## src/rtl/cpu_pkg.sv

```systemverilog
// Shared CPU definitions: opcode constants, instruction field layout and the
// fetch/decode FSM state encoding. The eu and ALU import the same constants.
package cpu_pkg;

    localparam logic [3:0] OP_ALU_MAX = 4'hC;
    localparam logic [3:0] OP_BRZ     = 4'hD;
    localparam logic [3:0] OP_JMP     = 4'hE;
    localparam logic [3:0] OP_HALT    = 4'hF;

    // Field LSB positions inside the instruction word; bits above 26 are ignored.
    localparam int OPC_LSB   = 23;
    localparam int A1_LSB    = 18;
    localparam int A2_LSB    = 13;
    localparam int A3_LSB    = 8;
    localparam int NUM_LSB   = 0;
    localparam int INSTR_MSB = 26;

    typedef enum logic [2:0] {
        S_IDLE,
        S_FETCH,
        S_WAIT_MEM,
        S_DECODE,
        S_ISSUE,
        S_HALTED
    } fd_state_e;

    typedef struct packed {
        logic [3:0] opcode;
        logic [4:0] addr1;
        logic [4:0] addr2;
        logic [4:0] addr3;
        logic [7:0] number;
    } instr_fields_t;

    function automatic logic is_alu_op(input logic [3:0] op);
        return op <= OP_ALU_MAX;
    endfunction

endpackage

```

## src/rtl/fetch_decode_if.sv

```systemverilog
// Instruction ROM port plus the decoded-issue handshake toward the eu.
interface fetch_decode_if #(
    parameter int PC_W = 8,
    parameter int IW   = 32
);
    logic [PC_W-1:0] imem_addr;
    logic [IW-1:0]   imem_data;
    logic [3:0]      opcode;
    logic [4:0]      addr1;
    logic [4:0]      addr2;
    logic [4:0]      addr3;
    logic [7:0]      number;
    logic            issue_valid;
    logic            eu_ready;
    logic [3:0]      eu_flag;

    modport master (
        output imem_addr, opcode, addr1, addr2, addr3, number, issue_valid,
        input  imem_data, eu_ready, eu_flag
    );

    modport slave (
        input  imem_addr, opcode, addr1, addr2, addr3, number, issue_valid,
        output imem_data, eu_ready, eu_flag
    );
endinterface

```

## src/rtl/fetch_decode_instr_decode.sv

```systemverilog
// Combinational field slicing and opcode classification of a held instruction.
module instr_decode
    import cpu_pkg::*;
(
    input  logic [INSTR_MSB:0] instr,
    output instr_fields_t      fields,
    output logic               is_alu,
    output logic               is_brz,
    output logic               is_jmp,
    output logic               is_halt
);

    always_comb begin
        fields.opcode = instr[OPC_LSB +: 4];
        fields.addr1  = instr[A1_LSB  +: 5];
        fields.addr2  = instr[A2_LSB  +: 5];
        fields.addr3  = instr[A3_LSB  +: 5];
        fields.number = instr[NUM_LSB +: 8];
    end

    assign is_alu  = is_alu_op(fields.opcode);
    assign is_brz  = (fields.opcode == OP_BRZ);
    assign is_jmp  = (fields.opcode == OP_JMP);
    assign is_halt = (fields.opcode == OP_HALT);

endmodule

```

## src/rtl/fetch_decode.sv

```systemverilog
// Fetch/decode stage: owns the PC, reads the sync ROM, resolves JMP/BRZ/HALT
// locally and issues ALU ops to the eu over a valid/ready handshake.
module fetch_decode
    import cpu_pkg::*;
#(
    parameter int              PC_W     = 8,
    parameter int              IW       = 32,
    parameter logic [PC_W-1:0] RESET_PC = '0
) (
    input  logic              clk,
    input  logic              reset,
    input  logic              start,
    fetch_decode_if.master    bus,
    output logic [PC_W-1:0]   pc,
    output logic              halted
);

    fd_state_e           state_q, state_d;
    logic [PC_W-1:0]     pc_q, pc_d;
    logic [INSTR_MSB:0]  ir_q, ir_d;
    logic                valid_q, valid_d;
    logic                halted_q, halted_d;

    instr_fields_t       fields;
    logic                is_alu, is_brz, is_jmp, is_halt;
    logic [PC_W-1:0]     pc_inc, target;

    instr_decode u_dec (
        .instr   (ir_q),
        .fields  (fields),
        .is_alu  (is_alu),
        .is_brz  (is_brz),
        .is_jmp  (is_jmp),
        .is_halt (is_halt)
    );

    assign pc_inc = pc_q + PC_W'(1);
    assign target = PC_W'(fields.number);

    always_ff @(posedge clk) begin
        if (reset) begin
            state_q  <= S_IDLE;
            pc_q     <= RESET_PC;
            ir_q     <= '0;
            valid_q  <= 1'b0;
            halted_q <= 1'b0;
        end else begin
            state_q  <= state_d;
            pc_q     <= pc_d;
            ir_q     <= ir_d;
            valid_q  <= valid_d;
            halted_q <= halted_d;
        end
    end

    always_comb begin
        state_d  = state_q;
        pc_d     = pc_q;
        ir_d     = ir_q;
        valid_d  = valid_q;
        halted_d = halted_q;
        case (state_q)
            S_IDLE: begin
                if (start) state_d = S_FETCH;
            end
            S_FETCH: begin
                state_d = S_WAIT_MEM;
            end
            S_WAIT_MEM: begin
                ir_d    = bus.imem_data[INSTR_MSB:0];
                state_d = S_DECODE;
            end
            S_DECODE: begin
                if (is_alu) begin
                    valid_d = 1'b1;
                    state_d = S_ISSUE;
                end else if (is_jmp) begin
                    pc_d    = target;
                    state_d = S_FETCH;
                end else if (is_brz) begin
                    // Hold until the eu is idle so the zero flag reflects the prior op.
                    if (bus.eu_ready) begin
                        pc_d    = bus.eu_flag[0] ? target : pc_inc;
                        state_d = S_FETCH;
                    end
                end else if (is_halt) begin
                    halted_d = 1'b1;
                    state_d  = S_HALTED;
                end
            end
            S_ISSUE: begin
                if (bus.eu_ready) begin
                    valid_d = 1'b0;
                    pc_d    = pc_inc;
                    state_d = S_FETCH;
                end
            end
            S_HALTED: begin
                state_d = S_HALTED;
            end
            default: begin
                state_d = S_IDLE;
            end
        endcase
    end

    assign bus.imem_addr   = pc_q;
    assign bus.opcode      = fields.opcode;
    assign bus.addr1       = fields.addr1;
    assign bus.addr2       = fields.addr2;
    assign bus.addr3       = fields.addr3;
    assign bus.number      = fields.number;
    assign bus.issue_valid = valid_q;
    assign pc              = pc_q;
    assign halted          = halted_q;

endmodule

```

## src/flat_wrapper.sv

```systemverilog
// flat-port wrapper written by rule: the top's interface ports become plain ports
module fetch_decode_flat import cpu_pkg::*;
#(
    parameter int              PC_W     = 8,
    parameter int              IW       = 32,
    parameter logic [PC_W-1:0] RESET_PC = '0
)
  (clk, reset, start, pc, halted, bus_imem_addr, bus_opcode, bus_addr1, bus_addr2, bus_addr3, bus_number, bus_issue_valid, bus_imem_data, bus_eu_ready, bus_eu_flag);
  fetch_decode_if #(.PC_W(PC_W), .IW(IW)) bus_i ();
  input  logic clk;
  input  logic reset;
  input  logic start;
  output logic [PC_W-1:0] pc;
  output logic halted;
  output wire logic [$bits(bus_i.imem_addr)-1:0] bus_imem_addr;
  output wire logic [$bits(bus_i.opcode)-1:0] bus_opcode;
  output wire logic [$bits(bus_i.addr1)-1:0] bus_addr1;
  output wire logic [$bits(bus_i.addr2)-1:0] bus_addr2;
  output wire logic [$bits(bus_i.addr3)-1:0] bus_addr3;
  output wire logic [$bits(bus_i.number)-1:0] bus_number;
  output wire logic [$bits(bus_i.issue_valid)-1:0] bus_issue_valid;
  input wire logic [$bits(bus_i.imem_data)-1:0] bus_imem_data;
  input wire logic [$bits(bus_i.eu_ready)-1:0] bus_eu_ready;
  input wire logic [$bits(bus_i.eu_flag)-1:0] bus_eu_flag;
  assign bus_imem_addr = bus_i.imem_addr;
  assign bus_opcode = bus_i.opcode;
  assign bus_addr1 = bus_i.addr1;
  assign bus_addr2 = bus_i.addr2;
  assign bus_addr3 = bus_i.addr3;
  assign bus_number = bus_i.number;
  assign bus_issue_valid = bus_i.issue_valid;
  assign bus_i.imem_data = bus_imem_data;
  assign bus_i.eu_ready = bus_eu_ready;
  assign bus_i.eu_flag = bus_eu_flag;
  fetch_decode #(.PC_W(PC_W), .IW(IW), .RESET_PC(RESET_PC)) u_core (.clk(clk), .reset(reset), .start(start), .bus(bus_i), .pc(pc), .halted(halted));
endmodule
```

## config.mk

```make
export PLATFORM = sky130hd
export DESIGN_NAME = fetch_decode_flat
export DESIGN_NICKNAME = d
export VERILOG_FILES = /design/src/rtl/cpu_pkg.sv /design/src/rtl/fetch_decode_if.sv /design/src/rtl/fetch_decode_instr_decode.sv /design/src/rtl/fetch_decode.sv /design/src/flat_wrapper.sv
export SDC_FILE = /design/constraint.sdc
export NUM_CORES = 1
export LEC_CHECK = 0
export CAP_MARGIN = 30
export CORE_MARGIN = 2
export CORE_UTILIZATION = 25
export DETAILED_ROUTE_END_ITERATION = 10
export DONT_BUFFER_PORTS = 1
export GPL_TIMING_DRIVEN = 1
export PLACE_DENSITY = 0.49
export SLEW_MARGIN = 20
export SYNTH_ARGS = -nofsm -noshare
export SYNTH_HDL_FRONTEND = slang
export SYNTH_SLANG_ARGS = --single-unit
```

## constraint.sdc

```tcl
create_clock -name clk -period 4.4 [get_ports clk]
set_input_delay 0.88 -clock clk [delete_from_list [all_inputs] [get_ports clk]]
set_output_delay 0.88 -clock clk [all_outputs]
set_load 0.005 [all_outputs]
```

## Word level (Yosys, flattened, before mapping)

Cells that the tools add are included.

- Register bits after elaboration: 40
- Input bits: 40

- $add $sub $neg: 1
- Magnitude comparators: 1
- Equality and inequality tests: 15
- Multiplexer cells: 17
- Bitwise gates (word level): 3
- Reduce and logical (&&, ||, !) cells: 6

Operator list:

| cell | count |
|---|---|
| $mux W8 | 6 |
| $mux W3 | 6 |
| $pmux W3 S6 | 1 |
| $pmux W8 S2 | 1 |
| $eq A4 B4 Y1 const B | 3 |
| $reduce_and A5 Y1 | 2 |
| $add A8 B1 Y8 const B | 1 |
| $eq A3 B2 Y1 const B | 2 |
| $eq A3 B3 Y1 const B | 2 |
| $ne A2 B2 Y1 const B | 3 |
| $ne A5 B1 Y1 const B | 1 |
| $le A4 B4 Y1 const B | 1 |
| $eq A3 B1 Y1 const B | 1 |
| $logic_not A3 Y1 | 1 |
| $ne A3 B1 Y1 const B | 1 |
| $ne A3 B2 Y1 const B | 1 |
| $not A1 Y1 | 3 |
| $reduce_and A3 Y1 | 1 |
| $mux W1 | 2 |
| $ne A2 B1 Y1 const B | 1 |
| $pmux W1 S2 | 1 |
| $reduce_and A2 Y1 | 1 |
| $reduce_bool A2 Y1 | 1 |

## Depth between registers and ports, before layout

- Depth after elaboration: 7
- Mapped depth: 7
- Depth with buffers taken out: 5

## Cells and area by module

A second synthesis with hierarchy kept.

- Cell total of the unflattened synthesis: 266
- Area, all modules: 2,102.0 sq um

By module, submodules not included:

| module | instances | cells an instance | area an instance (sq um) |
|---|---|---|---|
| fetch_decode | 1 | 235 | 1,863.0 |
| instr_decode | 1 | 31 | 239.0 |

## Least setup slack after synthesis

Ideal clock, no wire load.

- Path kind: in2reg
- Start: in reset
- End: reg u_core.ir_q[0]
- Library setup time: 0.132 ns
- Arrival time: 1.584 ns
- Path slack: 2.684 ns
- Stages on the path: 3
- Cells stage by stage: buf_1 > clkbuf_1 > a21oi_1

RTL lines:

| element | RTL line | RTL |
|---|---|---|
| from (decl) | flat_wrapper.sv:11 | `input logic reset;` |
| to (signal assigned) | fetch_decode.sv:50 | `ir_q <= ir_d;` |
| to (decl) | fetch_decode.sv:20 | `logic [INSTR_MSB:0] ir_q, ir_d;` |

No word-level cell between the ends.

## Worst setup path after layout

- Start: reg u_core.state_q[1]
- End: reg u_core.ir_q[9]

- Cells in the longest elaborated chain, start to end: 1

Ends and longest elaborated chain:

| element | RTL line | RTL |
|---|---|---|
| from (decl) | fetch_decode.sv:18 | `fd_state_e state_q, state_d;` |
| from (signal assigned) | fetch_decode.sv:48 | `state_q <= state_d;` |
| $eq A3 B2 Y1 | fetch_decode.sv:62 | `case (state_q)` |

No other way between the ends.
A chain may end at the register's enable or synchronous reset.

==> flow_summary.toml <==
[setup_path]
path_cells = "and2b_1 > nor2b_2 > buf_6 > nand2_1 > a21oi_1"
required_ns = 4.62
crit_path_max_incr_delay_ns = 0.56
slowest_stage = "dfxtp_1"
cp-end-kind = "flop"
path_max_fanout = 16
cp_top_family = "simple AND/OR/NAND/NOR gates"
worstSetupPathType = "reg2reg"
critPathBufInv = 1
critPathLaunchType = "flop"
crit_arrival_ns = 2.05

[cts]
postCtsSetupBuffers = 0
cts_made_buffers = 5
numClockSinks = 40
clk_pin_slew_ns = 0.08
cts_root_buf = "clkbuf_8"
clock_path_buffers = 2
cts.htree.levels = 2
cts_resized = 0
cts_tree = "built"
holdBufCountCts = 0
clk_latency_ns = 0.29

[final_layout]
seqCellArea_um2 = 801
num_antenna_cells = 0
final_net_count = 261
drive_gt1_share_pct = 10.9
multi_input_area_um2 = 990
utilization_pct = 26.6
area_growth_pct = 3.48
fill_cells = 870

[floorplan]
die_h_um = 93.0
die_w_um = 93.0
pin_count = 85
row_count = 32
core_um2 = 7690
die_area_um2 = 8650
initial_core_util_pct = 25.7

[routing]
drt_pass1_iterations = 4
viasPerCell = 4.88
wirelength_um = 4830
antenna_left = 0
drcViolationCount = 0
drt_iter0_drc = 73
num_vias = 1571
wire_per_inst_um = 15.0

[placement]
post-place-ws_ns = 2.54
port_buffers = 0
hpwl_um = 3450
place_congestion = 0.749

[synthesis]
synth_cells = 234
synth_edf_count = 0
async_flop_share_pct = 0
ys_warn_count = 0
synth.most_common_cell = "nand2_1"
yosysTopAreaCell = "dfxtp_1"
synthTopCellsByCount = "nand2_1 (60), dfxtp_1 (40), a21oi_1 (30), nor2_1 (9), buf_4 (8)"
ys_seq_area_share_pct = 40.5
synth_top_area_share_pct = 40.5
synth.avg_cell_area_um2 = 8.46
synth_ff_type = "dfxtp_1"
synth.distinct_cells = 47
synthTopCellsByArea = "dfxtp_1 (40%), nand2_1 (11%), a21oi_1 (7.6%), o32ai_2 (3.3%), mux2i_1 (3.0%)"
synth_area_um2 = 1980
synth-seq-cells = 40
syn-num-nets = 275

[sta]
slew_violations = 0
fmaxAchievable_mhz = 546
finClkSkew_ns = 0.0127
final_hold_viol_count = 0
max_slew.worst_pin.slew_ns = 0.645
fin_crit_ns = 1.83
relSlewSlack_pct = 56.8
fin_ws_ns = 2.57
grt_setup_unrepaired = "no"
setup-tns-final_ns = 0
finalSetupViolCount = 0
fin_crit_sh_pct = 41.6

[run_status]
status = "complete, no violations"

[power]
p_switching_w = 0.000190
power_frac_seq_pct = 57.4
pwr-share-comb_pct = 8.5
clockPowerShare_pct = 34.2
p_leak_nw = 0.701
p_int_w = 0.000512
power_density_nw_per_um2 = 343
peakVddDrop_v = 0.000144
swShare_pct = 27.1

[run]
max_cap_viol_count = 0

[grt]
grt_pass1_vias = 1566
grt_max_degree = 42
overflow = 0
grt_antenna_before_repair = 0
track_usage_pct = 11.3
grt_pass1_wl_um = 7720

[min_path]
min_path_type = "reg2reg"
[worst paths after layout]
path	to	slack, ns	start	cells after the start
max	u_core.ir_q[9]	2.57	u_core.state_q[1]	5
min	u_core.ir_q[8]	0.47	u_core.ir_q[8]	2
max reg2reg	u_core.ir_q[9]	2.57	u_core.state_q[1]	5
min reg2reg	u_core.ir_q[8]	0.47	u_core.ir_q[8]	2
[cells by family after synthesis]
family | synth area share [%]
compound gates | 23.0
fa+ha+maj | 0.632
buf+inv | 9.67
flops | 40.5
mux | 3.03
simple gates | 23.2
[sequential cells by signal, indices dropped and copies added (netlist names)]
signal                  count
u_core.state_q              3
u_core.ir_q                27
u_core.bus.imem_addr        8
u_core.halted               1
u_core.bus.issue_valid      1
[per-stage QoR]
step / std cells / hold WS (ns) / instance area, µm² / power [W]
final: 322 / 0.471 / 2050 / 0.000702
after global routing: 322 / 0.496 / 2050 / 0.000743
after CTS: 322 / 0.473 / 2050 / 0.000717
after detailed placement: 315 / 0.462 / 1970 / 0.000472
after global placement: 313 / 0.459 / 1940 / 0.000467
after floorplan: 234 / 0.453 / 1980 / 0.000466
[metal layers]
layer | wire, µm | vias up | track usage, %
met5 | 0 | - | 0
met4 | 68 | 0 | 4.53
met1 | 2090 | 721 | 13.1
met2 | 2170 | 59 | 17.8
li1 | - | 785 | -
met3 | 495 | 6 | 5.80
[cells in the final DEF, fill, tap and decap left out, types with 2 or more instances in the layout]
| master | instances |
|---|---|
| a21oi_1 | 30 |
| a22oi_1 | 5 |
| a31oi_1 | 2 |
| and3_1 | 3 |
| buf_6 | 2 |
| clkbuf_8 | 5 |
| dfxtp_1 | 40 |
| inv_1 | 7 |
| mux2i_1 | 6 |
| nand2_1 | 60 |
| nand3_1 | 5 |
| nor2_1 | 9 |
| nor2b_1 | 2 |
| nor3_1 | 5 |
| nor4_1 | 3 |
| o211ai_1 | 2 |
| o22ai_1 | 2 |
| o32ai_2 | 4 |
[cell type report]
class / instances / area share [%]
inverter: 7 / 1.28
clock inverter: 2 / 0.611
sequential: 40 / 39.1
multi-input combinational: 164 / 48.3
clock buffer: 5 / 3.36
timing repair buffer: 2 / 1.10
tap: 102 / 6.23
[power groups by stage]
stage | combinational (W) | clock [W] | sequential, W
6_report | 0.0000594 | 0.000240 | 0.000403
5_1_grt | 0.0000685 | 0.000268 | 0.000407
4_1_cts | 0.0000606 | 0.000254 | 0.000403
3_5_place_dp | 0.0000608 | 0 | 0.000411
3_3_place_gp | 0.0000557 | 0 | 0.000411
2_1_floorplan | 0.0000659 | 0 | 0.000400
[worst min-delay path, stage by stage (launching register included)]
cell	delay, ns
dfxtp_1	0.33
nand2_1	0.06
a21oi_1	0.05
Note: power is estimated with default switching activity, not from simulation.
